File: config.mk
export PLATFORM = sky130hd
export DESIGN_NAME = apb_vec_mac
export DESIGN_NICKNAME = d
export VERILOG_FILES = /design/src/rtl/apb_vec_mac.sv
export SDC_FILE = /design/constraint.sdc
export NUM_CORES = 2
export LEC_CHECK = 0
export BUFFER_PORTS_ARGS = -buffer_cell sky130_fd_sc_hd__buf_2
export CORE_MARGIN = 10
export CORE_UTILIZATION = 37
export DETAILED_ROUTE_END_ITERATION = 7
export MAX_ROUTING_LAYER = met4
export PLACE_DENSITY = 0.61
export SLEW_MARGIN = 20
export SYNTH_ARGS = -nofsm -noshare
export SYNTH_HDL_FRONTEND = slang
export SYNTH_SLANG_ARGS = --single-unit
File: constraint.sdc
create_clock -name HCLK -period 15.9 [get_ports HCLK]
set_input_delay 3.18 -clock HCLK [delete_from_list [all_inputs] [get_ports HCLK]]
set_output_delay 3.18 -clock HCLK [all_outputs]
set_load 0.02 [all_outputs]
File: src/rtl/apb_vec_mac.sv
// APB vector multiply/accumulate engine: A/B byte operand buffers, 16-bit product buffer, running dot product.
// Optional macro ACC_IRQ_EN adds the irq_o port and the CTRL[3] IRQ_EN bit.
//
// state  | meaning
// S_IDLE | waiting for START
// S_RUN  | one element per cycle: product, accumulate, advance idx
// S_DONE | one-cycle tail that raises done (and irq) then returns to idle
module apb_vec_mac #(
    parameter int APB_ADDR_WIDTH = 12,
    parameter int N_ELEM         = 64,
    parameter int ACC_W          = 32
) (
    input  logic                      HCLK,
    input  logic                      HRESETn,
    input  logic [APB_ADDR_WIDTH-1:0] PADDR,
    input  logic [31:0]               PWDATA,
    input  logic                      PWRITE,
    input  logic                      PSEL,
    input  logic                      PENABLE,
    output logic [31:0]               PRDATA,
    output logic                      PREADY,
    output logic                      PSLVERR
`ifdef ACC_IRQ_EN
    ,
    output logic                      irq_o
`endif
);
    localparam int IW = $clog2(N_ELEM);

    typedef enum logic [1:0] {S_IDLE, S_RUN, S_DONE} state_t;

    state_t          state_q, state_d;
    logic            busy_q, busy_d;
    logic            done_q, done_d;
    logic            mode_q, mode_d;
    logic [8:0]      len_q, len_d;
    logic [ACC_W-1:0] dot_q, dot_d;
    logic [IW-1:0]   idx_q, idx_d;
`ifdef ACC_IRQ_EN
    logic            irq_en_q, irq_en_d;
    logic            irq_q;
`endif

    logic [7:0]  a_mem [N_ELEM];
    logic [7:0]  b_mem [N_ELEM];
    logic [15:0] r_mem [N_ELEM];

    logic [9:0]    waddr;
    logic [5:0]    k_ab;
    logic [6:0]    k_r;
    logic [IW-1:0] base_ab, base_r;
    logic          sel_ctrl, sel_stat, sel_len, sel_dot, sel_a, sel_b, sel_r;
    logic          wr_en, wr_ok, ctrl_clr_only;
    logic          a_we, b_we, r_we;
    logic [15:0]   prod;
    logic          last;
    logic          unused_bits;

    assign waddr    = PADDR[11:2];
    assign k_ab     = PADDR[7:2];
    assign k_r      = PADDR[8:2];
    assign base_ab  = IW'({k_ab, 2'b00});
    assign base_r   = IW'({k_r, 1'b0});
    assign sel_ctrl = (waddr == 10'd0);
    assign sel_stat = (waddr == 10'd1);
    assign sel_len  = (waddr == 10'd2);
    assign sel_dot  = (waddr == 10'd3);
    assign sel_a    = (PADDR[11:8] == 4'h1) && (int'(k_ab) < N_ELEM / 4);
    assign sel_b    = (PADDR[11:8] == 4'h2) && (int'(k_ab) < N_ELEM / 4);
    assign sel_r    = (PADDR[11:9] == 3'h2) && (int'(k_r) < N_ELEM / 2);
    assign unused_bits = ^PADDR[1:0];

    assign wr_en         = PSEL & PENABLE & PWRITE;
    assign wr_ok         = wr_en & ~busy_q;
    assign ctrl_clr_only = PWDATA[2] & ~PWDATA[0];
    assign a_we          = wr_ok & sel_a;
    assign b_we          = wr_ok & sel_b;

    assign PREADY  = 1'b1;
    // CLR_DONE alone is always accepted; everything else that mutates operands or control errors while busy.
    assign PSLVERR = wr_en & busy_q & ((sel_ctrl & ~ctrl_clr_only) | sel_len | sel_a | sel_b);

    assign prod = {8'd0, a_mem[idx_q]} * {8'd0, b_mem[idx_q]};
    assign last = ({{(9 - IW){1'b0}}, idx_q} == len_q - 9'd1);

    always_comb begin
        state_d = state_q;
        busy_d  = busy_q;
        done_d  = done_q;
        mode_d  = mode_q;
        len_d   = len_q;
        dot_d   = dot_q;
        idx_d   = idx_q;
        r_we    = 1'b0;
`ifdef ACC_IRQ_EN
        irq_en_d = irq_en_q;
`endif
        case (state_q)
            S_RUN: begin
                dot_d = dot_q + {{(ACC_W - 16){1'b0}}, prod};
                r_we  = ~mode_q;
                if (last) begin
                    state_d = S_DONE;
                    busy_d  = 1'b0;
                end else begin
                    idx_d = idx_q + IW'(1);
                end
            end
            S_DONE: begin
                done_d  = 1'b1;
                state_d = S_IDLE;
            end
            default: ;
        endcase

        if (wr_ok && sel_ctrl) begin
            mode_d = PWDATA[1];
`ifdef ACC_IRQ_EN
            irq_en_d = PWDATA[3];
`endif
            if (PWDATA[2]) done_d = 1'b0;
            if (PWDATA[0]) begin
                done_d = 1'b0;
                dot_d  = '0;
                idx_d  = '0;
                if (len_q != 9'd0) begin
                    state_d = S_RUN;
                    busy_d  = 1'b1;
                end else begin
                    state_d = S_DONE;
                end
            end
        end else if (wr_en && busy_q && sel_ctrl && PWDATA[2]) begin
            done_d = 1'b0;
        end

        if (wr_ok && sel_len) begin
            len_d = (PWDATA[8:0] > 9'(N_ELEM)) ? 9'(N_ELEM) : PWDATA[8:0];
        end
    end

    always_ff @(posedge HCLK or negedge HRESETn) begin
        if (!HRESETn) begin
            state_q <= S_IDLE;
            busy_q  <= 1'b0;
            done_q  <= 1'b0;
            mode_q  <= 1'b0;
            len_q   <= '0;
            dot_q   <= '0;
            idx_q   <= '0;
`ifdef ACC_IRQ_EN
            irq_en_q <= 1'b0;
            irq_q    <= 1'b0;
`endif
        end else begin
            state_q <= state_d;
            busy_q  <= busy_d;
            done_q  <= done_d;
            mode_q  <= mode_d;
            len_q   <= len_d;
            dot_q   <= dot_d;
            idx_q   <= idx_d;
`ifdef ACC_IRQ_EN
            irq_en_q <= irq_en_d;
            irq_q    <= done_d & irq_en_d;
`endif
        end
    end

`ifdef ACC_IRQ_EN
    assign irq_o = irq_q;
`endif

    // Buffers carry no reset so an aborted run leaves already-written products intact.
    always_ff @(posedge HCLK) begin
        if (a_we) begin
            for (int j = 0; j < 4; j++) a_mem[base_ab + IW'(j)] <= PWDATA[8*j +: 8];
        end
        if (b_we) begin
            for (int j = 0; j < 4; j++) b_mem[base_ab + IW'(j)] <= PWDATA[8*j +: 8];
        end
        if (r_we) r_mem[idx_q] <= prod;
    end

    always_comb begin
        PRDATA = '0;
        if (PSEL) begin
            if (sel_ctrl) begin
`ifdef ACC_IRQ_EN
                PRDATA = {28'd0, irq_en_q, 1'b0, mode_q, 1'b0};
`else
                PRDATA = {30'd0, mode_q, 1'b0};
`endif
            end else if (sel_stat) begin
                PRDATA = {30'd0, done_q, busy_q};
            end else if (sel_len) begin
                PRDATA = {23'd0, len_q};
            end else if (sel_dot) begin
                PRDATA = 32'(dot_q);
            end else if (sel_a) begin
                for (int j = 0; j < 4; j++) PRDATA[8*j +: 8] = a_mem[base_ab + IW'(j)];
            end else if (sel_b) begin
                for (int j = 0; j < 4; j++) PRDATA[8*j +: 8] = b_mem[base_ab + IW'(j)];
            end else if (sel_r) begin
                PRDATA = {r_mem[base_r + IW'(1)], r_mem[base_r]};
            end else begin
                PRDATA = 32'hFFFF_FFFF;
            end
        end
    end
endmodule

# Word level (Yosys, flattened, before mapping)
# Memory sizes are Yosys's and may differ from the RTL's.
# Cells that the tools add are included.
# W data, S select, Z words.
[classes] addsub=7 n_mul=1 magnitude_cmp=3 n_eq_ne=9 muxes=38 n_bitwise=16 reduce_logical=10
[ops] operator="$mux W32" count=11
[ops] operator="$add A32 B16 Y32" count=1
[ops] operator="$mux W6" count=4
[ops] operator="$eq A10 B2 Y1 const B" count=2
[ops] operator="$add A6 B1 Y6 const B" count=3
[ops] operator="$mux W1" count=17
[ops] operator="$mul A8 B8 Y16" count=1
[ops] operator="$add A6 B2 Y6 const B" count=2
[ops] operator="$eq A10 B1 Y1 const B" count=1
[ops] operator="$logic_not A10 Y1" count=1
[ops] operator="$and A1 B1 Y1" count=9
[ops] operator="$eq A6 B9 Y1" count=1
[ops] operator="$gt A9 B7 Y1 const B" count=1
[ops] operator="$mux W9" count=1
[ops] operator="$reduce_bool A9 Y1" count=1
[ops] operator="$sub A9 B1 Y9 const B" count=1
[ops] operator="$logic_and A1 B1 Y1" count=8
[ops] operator="$mux W2" count=4
[ops] operator="$lt A7 B6 Y1 const B" count=1
[ops] operator="$lt A6 B5 Y1 const B" count=1
[ops] operator="$eq A4 B1 Y1 const B" count=1
[ops] operator="$eq A4 B2 Y1 const B" count=1
[ops] operator="$not A1 Y1" count=4
[ops] operator="$pmux W2 S2" count=1
[ops] operator="4 further kinds" count=6
[word_totals] regBits=52 ram_bits=2048 inputBits=49 output_inout_bits=34 elab_cells=94 n_memories=3
[mem_list] name="r_mem" words=64 word_bits=16 read_ports=2 rd_ports_with_merged_regs=0 wr=1 line_no="46" text="logic [15:0] r_mem [N_ELEM];"
[mem_list] name="a_mem" words=64 word_bits=8 read_ports=5 rd_ports_with_merged_regs=0 wr=4 line_no="44" text="logic [7:0] a_mem [N_ELEM];"
[mem_list] name="b_mem" words=64 word_bits=8 read_ports=5 rd_ports_with_merged_regs=0 wr=4 line_no="45" text="logic [7:0] b_mem [N_ELEM];"

# Logic depth before layout (Yosys ltp)
[depth] word_depth=10 mapped_depth=37 depth_no_buf=33

# Worst setup path before layout
# Ideal clock, no wire load.
[synth_path] kind="flip-flop to flip-flop" start="register idx_q[1]" end="register dot_q[28]" setup_time_ns=0.121 arrival_ns=9.012 required_time_ns=15.779 setup_slack_ns=6.767 stages_incl_launch_ff=35 n_path_buf=4 period_less_slack_ns=9.133 cell_sequence="dfrtp_1 buf_4 buf_6 buf_4 buf_4 a221oi_1 nor2_1 a221oi_1 o22ai_1 nor4b_4 nand2b_1 fa_1 fa_1 inv_1 fa_1 inv_1 fa_1 inv_1 ha_1 o21a_1 o31a_1 o21a_1 nor2_1 o21ai_0 a21oi_1 xnor2_1 ha_1 a21o_1 a21o_1 a21oi_1 o21bai_1 a21oi_1 a211oi_1 xnor2_1 nor2_1"
[synth_via] elab_chain_cells=6 elab_cells_between_ends=7 cone_classes="add/sub: 1; mul: 1; mux: 3; memory: 2"
[synth_lines] item="start, declared" line_no="38" text="logic [IW-1:0] idx_q, idx_d;"
[synth_lines] item="start signal, assigned" line_no="162" text="idx_q <= idx_d;"
[synth_lines] item="$mem_v2 Z64 W8, on equally long branches"
[synth_lines] item="$mul A8 B8 Y16 (*)" line_no="83" text="assign prod = {8'd0, a_mem[idx_q]} * {8'd0, b_mem[idx_q]};"
[synth_lines] item="via prod[11]" line_no="55" text="logic [15:0] prod;"
[synth_lines] item="$add A32 B16 Y32 (*)" line_no="100" text="dot_d = dot_q + {{(ACC_W - 16){1'b0}}, prod};"
[synth_lines] item="$mux W32 (*)" line_no="98" text="case (state_q)"
[synth_lines] item="$mux W32" line_no="122" text="if (PWDATA[0]) begin"
[synth_lines] item="$mux W32 (*)" line_no="116" text="if (wr_ok && sel_ctrl) begin"
[synth_lines] item="via dot_d[28]" line_no="37" text="logic [ACC_W-1:0] dot_q, dot_d;"
[synth_lines] item="end signal, assigned" line_no="161" text="dot_q <= dot_d;"
[synth_lines] item="end, declared" line_no="37"
# Mark *: on every way through the listed nets, which the timed path passes. The rest lies on a longest branch.
# A chain may end at the register's enable or synchronous reset.

# Worst setup path in the final report
[layout_path] start="input port PADDR[4]" end="output port PRDATA[5]"
[layout_via] elab_chain_cells=10 elab_cells_between_ends=20 cone_classes="order compare: 2; eq/ne: 3; mux: 8; reduce/logical: 4; memory: 3"
[layout_lines] item="start, declared" line_no="15" text="input logic [APB_ADDR_WIDTH-1:0] PADDR,"
[layout_lines] item="parallel branches: the longest is 8 deep, another holds $mem_v2 Z64 W16"
[layout_lines] item="$mux W32 (*)" line_no="188" text="if (sel_ctrl) begin"
[layout_lines] item="$mux W32 (*)" line_no="187" text="if (PSEL) begin"
[layout_lines] item="end, declared" line_no="20" text="output logic [31:0] PRDATA,"
# Mark *: on every way between the ends.

==> metrics.txt <==
fraction of layout cells with a size suffix above 1 a little under a quarter; IO Count 83; mapped cell area between 90000 and 100000 um2; dpl hpwl about 200000 um; initial drt markers 8522; asr flop ratio synth approximately 2.5%; Worst Skew 0.0672 ns; synth top area cells edfxtp_1 (66%), mux4_2 (9.9%), mux2i_1 (5.8%); synthesis-stage register bit count 2100; Worst Max-Slew Pin Slew about 1.4 ns; area of the multi-input gates around 29000 um2; worst-path maximum fanout 56; Final nets about 5700; Final GP Congestion about 0.96; most frequent cells in the layout edfxtp_1 (2048), mux2i_1 (540), mux4_2 (411); post-DR vias/cell 6.27; EDFF count, synth between 2000 and 2500; clock root buffer clkbuf_16; status completed; final wirelength about 320000 um; number of nets with antenna violations after routing 0; Yosys top cell area share between 60% and 70%; CP max-delay cell a2111oi_0; clock buffer depth 3; Cells after Synth around 5400; FF/Latch Area around 63000 um2; global-route wire length before repair ~440000 um; total track usage about a quarter; IO buf count 79; setup repair bufs after CTS 0; antenna violations before repair between 40 and 50; synthesized net count between 5000 and 6000; vias approximately 57000; arrival time worst endpoint approximately 8.4 ns; Pre-antenna DRT Iters 8; height of the die approximately 520 um; Die ar. 273000 um2; Design Area, Final roughly 110000 um2; Synth area leader edfxtp_1; commonest non-fill, non-tap cell in the layout edfxtp_1; final setup violation count 0; DR WL/cell 35.2 um; fillers 22300; crit-path max cell delay between 0.8 and 0.9 ns; f_max between 80 and 90 MHz; CTS H-tree lvls 4; grt ovf 0; DR DRC count 0; clk sinks 2100; Fin Setup TNS 0 ns; Slew HR 8.71%; period utilisation layout about 73%; CTS clk-pin slew, worst paths about 0.06 ns; Num CTS Buffers about 210; final worst path period need between 10 and 15 ns; Final Max Tran Viols 0; Synth Warn # 0; TritonCTS clock tree yes; CP required around 13 ns; P&R area growth vs syn 12.5%; Hold WC Path Type flop to flop; CP dominant cell by count buf_4; RSZ-0062 raised after global routing no; Primary FF master, synth edfxtp_1; syn_area_per_cell ~17 um2; vias in the first global route approximately 56000; largest net degree at the start of global routing 96; # hold bufs at CTS 0; core area between 200000 and 300000 um2; Initial Utilization around 37%; worst path cell trace buf_6 -> buf_12 -> nor2b_2 -> nand2_4 -> buf_4 -> buf_4 -> o22ai_1 -> a221oi_1 -> a31oi_1 -> a2111oi_0 -> a21oi_1 -> nor3_1 -> buf_2; Worst Path Class, Setup input pin to output port; maxcap violations 0; Post-CTS Resized 0; Final Hold Fails 0; CP Launch Type input pin; die width about 520 um; placed inst area roughly 100000 um2; Row Count approximately 180; sequential share of the synthesized area 67.2%; Worst-Skew Late Latency 0.89 ns; crit end category output port; synth unique cells 91
Yosys cell counts, drive strengths merged, types with 21 or more instances:
master  number
edfxtp    2048
mux2i      540
mux4       421
nor2       322
buf        254
o22ai      170
a21oi      156
nand2      150
o21ai      150
mux2       134
a221oi     127
a22oi      111
clkbuf     110
inv         67
ha          57
dfrtp       52
a22o        45
nor3        41
fa          37
nand3       34
xnor2       30
nor2b       25
o221ai      25
a31oi       24
and3        21
nor4        21
metal layers:
metal	track usage, %	vias up	wire, um
met2	34.6	3842	143000
met3	5.80	868	36200
li1	-	22600	-
met1	30.0	29800	121000
met4	12.3	0	20500
met5	-	-	0
through the flow:
| step | utilization, % | hold WS [ns] | worst slack [ns] | cells |
|---|---|---|---|---|
| finish | 41.8 | 0.568 | 4.33 | 9102 |
| global route | 41.8 | 0.588 | 4.35 | 9094 |
| CTS | 41.7 | 0.562 | 4.58 | 9078 |
| detailed placement | 39.0 | 0.551 | 4.59 | 8695 |
| global placement | 39.0 | 0.523 | 4.58 | 8694 |
| floorplan | - | 0.499 | 6.77 | 5418 |
flip-flops by register name (all words and copies together) (netlist names), 2 cells and up:
name / flops
a_mem: 512
b_mem: 512
dot_q: 32
idx_q: 6
len_q: 9
r_mem: 1024
state_q: 2
logic make-up (layout without fill, tap and decap cells):
kind of cell | after synthesis | after routing | share of synthesized area (%)
AO/OA/AOI/OAI | 952 | 952 | 7.01
XOR/XNOR | 46 | 46 | 0.431
adder cells (fa/ha/maj) | 94 | 94 | 1.56
buffers and inverters | 432 | 745 | 2.68
flip-flops | 2100 | 2100 | 67.2
multiplexers | 1095 | 1095 | 17.6
other | 1 | 24 | 0.00401
AND/OR/NAND/NOR | 698 | 698 | 3.50
worst paths after layout:
kind	start	to	slack, ns	cells after the start
worst min register to register	len_q[8]	len_q[8]	0.57	2
min in group asynchronous	HRESETn	dot_q[11]	2.41	2
worst max register to register	idx_q[2]	dot_q[26]	5.00	32
worst max-delay path	PADDR[4]	PRDATA[5]	4.33	13
worst min-delay path	len_q[8]	len_q[8]	0.57	2
max in group asynchronous	HRESETn	idx_q[0]	12.84	2
layout make-up:
class                   count  area share (%)
diodes                     23          0.0548
inverters                  68           0.247
well taps                3348            3.99
multi-input cells        2886            27.4
repair buffers            294            2.04
flip-flops and latches   2100            59.8
clock buffers             251            5.11
clock inverters           132            1.36
worst max-delay path: cells and delay by family:
| kind | cells | cell delay, ns |
|---|---|---|
| AOI/OAI and AO/OA | 5 | 1.72 |
| and+or+nand+nor | 3 | 0.82 |
| buffers and inverters | 5 | 2.48 |
Power is not shown: default switching activity piles up to over one toggle a cycle in this logic, so the estimate is an artifact.
